File: src/rtl/mac_result_collector.sv
// mac_result_collector: slices the free-running MAC accumulator into one
// dot-product result per vector and queues results behind valid/ready.
// Optional feature: define MAC_COLLECT_SEQ_EN to add a 4-bit capture
// sequence tag (res_seq) stored alongside each FIFO entry.
module mac_result_collector #(
    parameter int unsigned ACC_W      = 10,
    parameter int unsigned VEC_LEN    = 4,
    parameter int unsigned MAC_LAT    = 3,
    parameter int unsigned FIFO_DEPTH = 4
) (
    input  logic             clk,
    input  logic             reset,
    input  logic             op_valid,
    input  logic             clr,
    input  logic [ACC_W-1:0] acc_in,
    output logic [ACC_W-1:0] res_data,
    output logic             res_valid,
    input  logic             res_ready,
`ifdef MAC_COLLECT_SEQ_EN
    output logic [3:0]       res_seq,
`endif
    output logic             overflow
);

    localparam int unsigned CNT_W = (VEC_LEN > 1) ? $clog2(VEC_LEN) : 1;
    localparam int unsigned PTR_W = (FIFO_DEPTH > 1) ? $clog2(FIFO_DEPTH) : 1;
    localparam int unsigned OCC_W = PTR_W + 1;

    localparam logic [CNT_W-1:0] LAST_IDX = CNT_W'(VEC_LEN - 1);
    localparam logic [OCC_W-1:0] FULL_OCC = OCC_W'(FIFO_DEPTH);

    // element tracking
    logic [MAC_LAT-1:0] dline;
    logic [MAC_LAT-1:0] dline_nxt_c;
    logic               vld_d_c;
    logic [CNT_W-1:0]   cnt;
    logic [ACC_W-1:0]   base;

    // result FIFO
    logic [ACC_W-1:0]   mem_data [FIFO_DEPTH];
    logic [PTR_W-1:0]   wr_ptr;
    logic [PTR_W-1:0]   rd_ptr;
    logic [PTR_W-1:0]   rd_ptr_nxt_c;
    logic [OCC_W-1:0]   occ;
    logic [OCC_W-1:0]   occ_after_pop_c;
    logic [OCC_W-1:0]   occ_nxt_c;
    logic [ACC_W-1:0]   head_data_nxt_c;

    logic               capture_c;
    logic               full_c;
    logic               pop_c;
    logic               push_c;
    logic               drop_c;
    logic [ACC_W-1:0]   result_c;

`ifdef MAC_COLLECT_SEQ_EN
    logic [3:0]         seq;
    logic [3:0]         mem_seq [FIFO_DEPTH];
    logic [3:0]         head_seq_nxt_c;
`endif

    // Capture/push decisions and next FIFO head
    always_comb begin
        dline_nxt_c     = MAC_LAT'({dline, op_valid});
        vld_d_c         = dline[MAC_LAT-1];
        capture_c       = vld_d_c && (cnt == LAST_IDX) && !clr;
        full_c          = (occ == FULL_OCC);
        pop_c           = res_valid && res_ready;
        push_c          = capture_c && (!full_c || pop_c);
        drop_c          = capture_c && full_c && !pop_c;
        result_c        = acc_in - base;
        occ_after_pop_c = occ - OCC_W'(pop_c);
        occ_nxt_c       = occ_after_pop_c + OCC_W'(push_c);
        rd_ptr_nxt_c    = pop_c ? (rd_ptr + PTR_W'(1)) : rd_ptr;
        head_data_nxt_c = res_data;
`ifdef MAC_COLLECT_SEQ_EN
        head_seq_nxt_c  = res_seq;
`endif
        // An empty queue after the pop means the new push goes straight to the head
        if (occ_after_pop_c != '0) begin
            head_data_nxt_c = mem_data[rd_ptr_nxt_c];
`ifdef MAC_COLLECT_SEQ_EN
            head_seq_nxt_c  = mem_seq[rd_ptr_nxt_c];
`endif
        end else if (push_c) begin
            head_data_nxt_c = result_c;
`ifdef MAC_COLLECT_SEQ_EN
            head_seq_nxt_c  = seq;
`endif
        end
    end

    // Latency delay line, element counter, base tracking and sticky overflow
    always_ff @(posedge clk or posedge reset) begin
        if (reset) begin
            dline    <= '0;
            cnt      <= '0;
            base     <= '0;
            overflow <= 1'b0;
        end else if (clr) begin
            dline    <= '0;
            cnt      <= '0;
            base     <= acc_in;
            overflow <= 1'b0;
        end else begin
            dline <= dline_nxt_c;
            if (capture_c) begin
                cnt  <= '0;
                base <= acc_in;
            end else if (vld_d_c) begin
                cnt  <= cnt + CNT_W'(1);
            end else if (cnt == '0) begin
                base <= acc_in;
            end
            if (drop_c) begin
                overflow <= 1'b1;
            end
        end
    end

`ifdef MAC_COLLECT_SEQ_EN
    // Capture sequence tag; counts dropped captures too so gaps expose drops
    always_ff @(posedge clk or posedge reset) begin
        if (reset) begin
            seq <= '0;
        end else if (clr) begin
            seq <= '0;
        end else if (capture_c) begin
            seq <= seq + 4'(1);
        end
    end
`endif

    // FIFO pointers, occupancy and registered head
    always_ff @(posedge clk or posedge reset) begin
        if (reset) begin
            wr_ptr    <= '0;
            rd_ptr    <= '0;
            occ       <= '0;
            res_data  <= '0;
            res_valid <= 1'b0;
`ifdef MAC_COLLECT_SEQ_EN
            res_seq   <= '0;
`endif
        end else begin
            if (push_c) begin
                wr_ptr <= wr_ptr + PTR_W'(1);
            end
            rd_ptr    <= rd_ptr_nxt_c;
            occ       <= occ_nxt_c;
            res_data  <= head_data_nxt_c;
            res_valid <= (occ_nxt_c != '0);
`ifdef MAC_COLLECT_SEQ_EN
            res_seq   <= head_seq_nxt_c;
`endif
        end
    end

    // FIFO storage write
    always_ff @(posedge clk) begin
        if (push_c) begin
            mem_data[wr_ptr] <= result_c;
`ifdef MAC_COLLECT_SEQ_EN
            mem_seq[wr_ptr]  <= seq;
`endif
        end
    end

endmodule

File: config.mk
export PLATFORM = sky130hd
export DESIGN_NAME = mac_result_collector
export DESIGN_NICKNAME = d
export VERILOG_FILES = /design/src/rtl/mac_result_collector.sv
export SDC_FILE = /design/constraint.sdc
export NUM_CORES = 1
export LEC_CHECK = 0
export BUFFER_PORTS_ARGS = -buffer_cell sky130_fd_sc_hd__clkbuf_2
export CORE_ASPECT_RATIO = 2
export CORE_MARGIN = 5
export CORE_UTILIZATION = 40
export CTS_CLUSTER_DIAMETER = 40
export DETAILED_ROUTE_END_ITERATION = 7
export GPL_ROUTABILITY_DRIVEN = 0
export SYNTH_ARGS = -nofsm -noshare
export SYNTH_HDL_FRONTEND = slang
export SYNTH_SLANG_ARGS = --single-unit
File: constraint.sdc
create_clock -name clk -period 2.2 [get_ports clk]
set_input_delay 0.33 -clock clk [delete_from_list [all_inputs] [get_ports clk]]
set_output_delay 0.33 -clock clk [all_outputs]
set_load 0.03 [all_outputs]
==> results of run 1 <==
==> routing by layer <==
metal,GRT usage [%],part of all wire [%],up-vias
li1,-,-,1183
met1,16.8,40,1178
met2,24.7,54,42
met4,6.54,2.3,0
met3,3.35,3.4,14
met5,0,0,-
==> final timing paths <==
path | to | slack [ps] | cells after the start
worst max-delay path | res_data[9] | 140 | 9
worst min-delay path | occ[1] | 80 | 3
worst max register to register | res_data[9] | 140 | 9
worst min register to register | dline[2] | 470 | 1
max in group asynchronous | res_valid | 1780 | 3
min in group clk | dline[0] | 210 | 2
==> flip-flops by register name (all words and copies together), names as in the netlist <==
name       flops
base          10
cnt            2
dline          3
mem_data      40
occ            3
overflow       1
rd_ptr         2
res_data      10
res_valid      1
wr_ptr         2
==> per-stage QoR <==
step	TNS [ps]	total power, mW
floorplan	0	3.03
global placement	-757	3.49
detailed placement	-1020	3.54
CTS	0	5.00
global route	0	5.27
finish	0	4.95
==> final cells by class <==
class / count / share of cell area [%]
clock inverter: 7 / 1.56
multi-input combinational: 189 / 33.9
timing repair buffer: 47 / 7.66
clock buffer: 9 / 5.11
tap: 102 / 2.90
inverter: 25 / 2.24
sequential: 74 / 46.6
==> logic make-up after synthesis <==
| group | after synthesis | synth area share [%] |
|---|---|---|
| compound gates | 56 | 9.52 |
| simple gates | 74 | 10.4 |
| mux | 28 | 10.3 |
| fa+ha+maj | 20 | 7.00 |
| buf+inv | 35 | 4.25 |
| xor+xnor | 11 | 2.82 |
| flops | 74 | 55.7 |
==> timing repair <==
item	CTS	global route
gates resized for setup	2	4
pin swaps	0	1
hold endpoints to repair	0	0
cloned	0	0
hold buffers	0	0
setup endpoints to repair	5	17
==> power by group through the flow <==
stage,registers [mW],clock network (mW),logic (mW)
floorplan,1.99,0,1.04
global placement,1.83,0,1.66
detailed placement,1.83,0,1.71
CTS,1.80,1.47,1.72
global route,1.83,1.54,1.90
finish,1.80,1.44,1.71
==> worst max-delay path, delay by kind of cell (launching register included) <==
family          cells  cell delay, ps
buf+inv             2             200
mux                 1             140
compound gates      4             750
fa+ha+maj           1             370
xor+xnor            1             150
flops               1             340
==> layout by cell type (no fill, tap or decap), types with 6 or more instances in the layout <==
cell,n
a211oi_1,10
a21oi_1,8
buf_4,17
clkbuf_16,9
clkbuf_2,26
dfrtp_1,33
edfxtp_1,40
ha_1,19
inv_1,24
mux2_2,9
mux2i_1,13
nand2_1,23
nor2_1,11
nor3_1,7
o21ai_0,13
o21ai_1,6
xnor2_1,7
==> impl_metrics.ini, run 1 <==
[layout]
area_growth_syn_to_layout_pct = 19.7
final_cells = 453
final_cell_area_um2 = 4410
seq_area_um2 = 2050
diodes = 0
fin_util_pct = 48.9
multi_input_area_um2 = 1500
n_fill_cell = 804
nets = 381
post_route_cells_drive_above_1_share_pct = 24.2

[timing]
finalWorstSetupSlack_ps = 137
finalHoldViolations = 0
timing.fmax_mhz = 485
rsz0062_at_grt = no
setup_viol = 0
fin_crit_sh_pct = 93.8
post-route-min-period_ps = 2060
drv_slew = 0
tightestPinTransition_ps = 493
slew_headroom_pct = 67.0
hold_slack_ps = 80.5
skew_ps = 6.03

[clock_network]
clk_path_buf_depth = 2
clk_latency_ps = 330
cts_made_buffers = 9
cts_max_level = 3
cts_tree = done
cts_root_buf = clkbuf_16
clk_pin_slew_worst_paths_ps = 60
postCtsSetupRepairBufs = 0
cts.sinks = 74

[worst_hold_path]
hp-class = in2async

[detailed_routing]
wl_per_cell_um = 16.5
wl_um = 7480
drt-pass1-iter-count = 4
drc = 0
vias = 2417
vias_per_cell = 5.34
drt-initial-drc-count = 147
ant_nets = 0

[worst_setup_path]
cp_slowest_cell = ha_1
worstSetupPathType = reg2reg
r2r-start = base[2]
end_kind = flop
startpoint_type = flop
path_cells = inv_1, ha_1, o21ai_1, a211oi_1, o22ai_1, xnor2_1, buf_4, mux2i_1, o22ai_1
crit_fanout = 5
cp.required_ps = 2410
critPathMaxStageDelay_ps = 370
arrival_ps = 2270
crit_top_cell = o22ai_1
crit_path_start = base[2]

[synthesis]
async_flop_share_pct = 45.9
synth_edf_count = 40
postSynthAreaPerCell_um2 = 12.4
synthFlopType = edfxtp_1
synth_top_area_share_pct = 32.6
ys_seq_area_share_pct = 55.7
ys_seq_elements = 74
yosys_warnings = 0
synthTopCellsByArea = edfxtp_1 (33%), dfrtp_1 (23%), ha_1 (6.5%)
synth_common_cells = edfxtp_1 (40), dfrtp_1 (34), inv_1 (24)
yosysMostFrequentCell = edfxtp_1
postSynthCellCount = 298
synth_fp_nets = 333
synth_largest_area_cell = edfxtp_1
ys_types = 45
synth.cell_area_um2 = 3680

[placed_design]
place_inst = 437
place_area_um2 = 4100
post-place-ws_ps = -196
dpl.hpwl_um = 5370
io_buffers = 26

[global_route]
grt_pass1_wl_um = 12800
grt_max_degree = 35
antenna_found_initial = 0
grtUsageTotal_pct = 14.4
overflow = 0
grt_pass1_vias = 2593

[die]
ios = 27
die_w_um = 77.8
core_area_um2 = 9010
die_h_um = 146
dieArea_um2 = 11300
initial_core_util_pct = 40.8
std_cell_rows = 49

[power_and_ir_drop]
combPwrFrac_pct = 34.5
power.net_switching_mw = 1.68
p_per_area_nw_per_um2 = 1120
p_sw_share_pct = 34.0
static-leakage-power_nw = 1.83
seq_power_share_pct = 36.4
clkPwrFrac_pct = 29.1
p_int_mw = 3.27
peakVddDrop_mv = 0.577

[job]
maxCapViolCount = 0

[run_status]
status = complete, no violations
Note: power is estimated with default switching activity, not from simulation.
==> run 2: changes to the inputs <==
Settings changed: CORE_UTILIZATION 40 to 48, PLACE_DENSITY set to 0.68.
==> impl_metrics.ini, run 2 (synthesized netlist as in run 1, its figures left out) <==
[global_route]
grtUsageTotal_pct = 16.6
grt_pass1_wl_um = 12000
antenna_found_initial = 0
grt_max_degree = 35
grt_pass1_vias = 2535
overflow = 0

[layout]
layout_commonest_cell = edfxtp_1
fin_util_pct = 58.3
area_growth_syn_to_layout_pct = 19.4
largest_register_ffs = 40
final_cell_mix = edfxtp_1 (40), dfrtp_1 (33), clkbuf_2 (26)
final_cells = 449
post_route_cells_drive_above_1_share_pct = 24.5
top_register = mem_data
reg_top3 = mem_data: 40 flops, base: 10 flops, res_data: 10 flops
n_fill_cell = 660
final_cell_area_um2 = 4400
diodes = 0
nets = 385

[timing]
slew_headroom_pct = 66.1
finalHoldViolations = 0
fin_crit_sh_pct = 94.2
rsz0062_at_grt = no
post-route-min-period_ps = 2070
finalWorstSetupSlack_ps = 128
skew_ps = 5.27
drv_slew = 0
setup_viol = 0
timing.fmax_mhz = 483
tightestPinTransition_ps = 509

[job]
maxCapViolCount = 0

[worst_setup_path]
path_cells = inv_1, ha_1, o21ai_1, a21oi_1, o2111ai_1, nand3_1, xnor2_1
cp_slowest_cell = xnor2_1
critPathBufInv = 1
critPathTopFamily = compound AO/OA/AOI/OAI gates
arrival_ps = 2140
startpoint_type = flop
worstSetupPathType = reg2reg
cp.required_ps = 2270
end_kind = flop
crit_fanout = 5
critPathMaxStageDelay_ps = 410

[die]
die_w_um = 71.9
core_area_um2 = 7540
std_cell_rows = 45
dieArea_um2 = 9630
initial_core_util_pct = 48.8
ios = 27
die_h_um = 134

[clock_network]
cts_root_buf = clkbuf_16
clk_latency_ps = 320
cts_max_level = 3
cts_tree = done
clk_pin_slew_worst_paths_ps = 50
cts_made_buffers = 9
cts.sinks = 74
clk_path_buf_depth = 2

[detailed_routing]
vias_per_cell = 5.46
wl_per_cell_um = 16.0
ant_nets = 0
vias = 2451
wl_um = 7180
drc = 0
drt-pass1-iter-count = 4
drt-initial-drc-count = 87

[placed_design]
post-place-ws_ps = -228
place_area_um2 = 4070
io_buffers = 26
dpl.hpwl_um = 5500
place_inst = 433

[run_status]
status = complete, no violations

[power_and_ir_drop]
static-leakage-power_nw = 1.85
p_per_area_nw_per_um2 = 1130
peakVddDrop_mv = 0.565

[worst_hold_path]
hp-class = in2async
## run 2: cell type report
type | instances | area (µm²) | share of cell area, %
clock buffer | 14 | 264 | 6.01
tap | 94 | 118 | 2.68
sequential | 74 | 2050 | 46.7
multi-input combinational | 189 | 1510 | 34.3
clock inverter | 2 | 35.0 | 0.797
timing repair buffer | 51 | 318 | 7.23
inverter | 25 | 98.8 | 2.25
## run 2: worst paths after layout
path	startpoint	endpoint	slack, ps	cells after the start
setup / recovery	base[2]	mem_data[2][7]	130	7
hold / removal	reset	dline[1]	90	3
setup reg to reg	base[2]	mem_data[2][7]	130	7
hold reg to reg	dline[0]	dline[1]	490	1
max in group asynchronous	reset	res_valid	1770	3
min in group clk	op_valid	dline[0]	230	2
## run 2: what timing repair did
action / in CTS / in global routing
gates cloned: 0 / 0
resized for setup: 2 / 5
setup endpoints to repair: 7 / 10
pin swaps: 0 / 3
buffers inserted: 0 / 0
hold buffers: 0 / 0
endpoints found under the hold margin: 0 / 0
## run 2: worst register-to-register path, delay by kind of cell (launching register included)
family / cells / cell delay, ps
simple gates: 1 / 130
fa+ha+maj: 1 / 370
compound gates: 3 / 530
xor+xnor: 1 / 410
buf+inv: 1 / 40
flops: 1 / 330
## run 2: metal layers
| metal | vias to the layer above | wire [µm] | global-route usage [%] | share of wire, % |
|---|---|---|---|---|
| met4 | 0 | 191 | 7.85 | 2.7 |
| met3 | 14 | 199 | 3.30 | 2.8 |
| met1 | 1213 | 2650 | 17.5 | 37 |
| met2 | 34 | 4140 | 30.5 | 58 |
| li1 | 1190 | - | - | - |
| met5 | - | 0 | 0 | 0 |
## run 2: through the flow
stage / hold slack [ps] / total power, mW / TNS (ps)
2_1_floorplan: 393 / 3.03 / 0
3_3_place_gp: 444 / 3.47 / -1070
4_1_cts: 93.5 / 4.99 / 0
3_5_place_dp: 445 / 3.52 / -1690
6_report: 85.2 / 4.97 / 0
5_1_grt: 146 / 5.27 / 0
## run 2: power breakdown
part           switching, mW  total (mW)  internal (mW)
logic                  0.987        1.70          0.715
registers              0.141        1.83           1.69
clock network          0.501        1.44          0.938
==> run 3: changes to the inputs <==
Settings changed: CORE_UTILIZATION 48 to 35, PLACE_DENSITY 0.68 to unset.
==> impl_metrics.ini, run 3 (synthesized netlist as in run 1, its figures left out) <==
[power_and_ir_drop]
p_int_mw = 3.36
combPwrFrac_pct = 34.1
peakVddDrop_mv = 0.440
static-leakage-power_nw = 1.87
p_per_area_nw_per_um2 = 1110
p_sw_share_pct = 33.1
seq_power_share_pct = 36.4
power.net_switching_mw = 1.66
clkPwrFrac_pct = 29.5

[detailed_routing]
drc = 0
ant_nets = 0
wl_per_cell_um = 15.2
drt-pass1-iter-count = 4
drt-initial-drc-count = 98
wl_um = 7450
vias_per_cell = 4.91
vias = 2411

[timing]
post-route-min-period_ps = 2080
setup_viol = 0
drv_slew = 0
skew_ps = 7.18
fin_crit_sh_pct = 94.5
finalHoldViolations = 0
finalWorstSetupSlack_ps = 121
slew_headroom_pct = 55.1
timing.fmax_mhz = 481
fin_tns_setup_ps = 0
hold_slack_ps = 75.5
tightestPinTransition_ps = 673

[worst_setup_path]
critPathBufInv = 1
end_kind = flop
critPathMaxStageDelay_ps = 390
cp_slowest_cell = fa_2
crit_fanout = 2
path_cells = ha_2, inv_1, fa_2, a211oi_4, o21a_1, o21ai_1, o21ai_2, mux2i_1, nor3_1
startpoint_type = flop
critPathTopFamily = compound AO/OA/AOI/OAI gates
arrival_ps = 2280
worstSetupPathType = reg2reg
cp.required_ps = 2400

[global_route]
grt_pass1_wl_um = 12300
antenna_found_initial = 0
overflow = 0
grt_pass1_vias = 2494
met3_usage_pct = 2.03
met2_usage_pct = 23.2
met1_usage_pct = 14.0
grtUsageTotal_pct = 12.9
busiest_layer = met2
grt_max_degree = 22

[layout]
diodes = 0
reg_top3 = mem_data: 40 flops, base: 10 flops, res_data: 10 flops
post_route_cells_drive_above_1_share_pct = 26.6
final_cell_mix = edfxtp_1 (40), dfrtp_1 (33), clkbuf_2 (26)
largest_register_ffs = 40
final_cell_area_um2 = 4540
area_growth_syn_to_layout_pct = 23.3
nets = 384
fin_util_pct = 43.6
n_fill_cell = 974
top_register = mem_data
layout_commonest_cell = edfxtp_1

[die]
core_area_um2 = 10400
die_w_um = 82.5
ios = 27
die_h_um = 155
dieArea_um2 = 12800
std_cell_rows = 53
initial_core_util_pct = 35.4

[clock_network]
cts_tree = done
clk_pin_slew_worst_paths_ps = 60
cts_max_level = 3
clk_path_buf_depth = 2
cts_root_buf = clkbuf_16
cts.sinks = 74
cts_made_buffers = 9
clk_latency_ps = 330

[worst_hold_path]
hp-class = in2async

[placed_design]
post-place-ws_ps = -286
io_buffers = 26
place_area_um2 = 4150
dpl.hpwl_um = 5700

[job]
maxCapViolCount = 0

[run_status]
status = complete, no violations
## run 3: area by class of cell
class | instances | area (µm²) | area share [%]
tap | 137 | 171 | 3.78
timing repair buffer | 50 | 360 | 7.94
inverter | 25 | 98.8 | 2.18
multi-input combinational | 189 | 1550 | 34.1
clock buffer | 12 | 256 | 5.65
sequential | 74 | 2050 | 45.2
clock inverter | 4 | 50.0 | 1.10
## run 3: worst paths after layout
kind | from | endpoint | slack [ps] | cells after the start
worst max-delay path | base[0] | res_data[8] | 120 | 9
worst min-delay path | reset | occ[0] | 80 | 2
worst max register to register | base[0] | res_data[8] | 120 | 9
worst min register to register | dline[1] | dline[2] | 470 | 1
max in group asynchronous | reset | res_data[1] | 1570 | 3
min in group clk | op_valid | dline[0] | 240 | 2
## run 3: what timing repair did
| action | CTS | global route |
|---|---|---|
| resized for setup | 4 | 12 |
| hold endpoints to repair | 0 | 0 |
| pin swaps | 1 | 5 |
| setup endpoints to repair | 11 | 12 |
| buffers inserted | 0 | 1 |
| hold buffers | 0 | 0 |
## run 3: power by group through the flow
stage | clock network [mW] | logic, mW | registers (mW)
final | 1.48 | 1.71 | 1.83
after global routing | 1.58 | 1.88 | 1.86
after CTS | 1.52 | 1.68 | 1.83
after detailed placement | 0 | 1.66 | 1.86
after global placement | 0 | 1.62 | 1.85
after floorplan | 0 | 1.04 | 1.99
## run 3: per-layer routing
metal	share of wire, %	vias to the layer above	wire (µm)
li1	-	1191	-
met1	38	1181	2840
met2	58	28	4290
met3	1.8	11	136
met4	2.4	0	180
met5	0	-	0
## run 3: per-stage QoR
stage	instances	power, mW
after floorplan	298	3.03
after global placement	474	3.47
after detailed placement	474	3.51
after global routing	491	5.31
final	491	5.02
after CTS	490	5.04
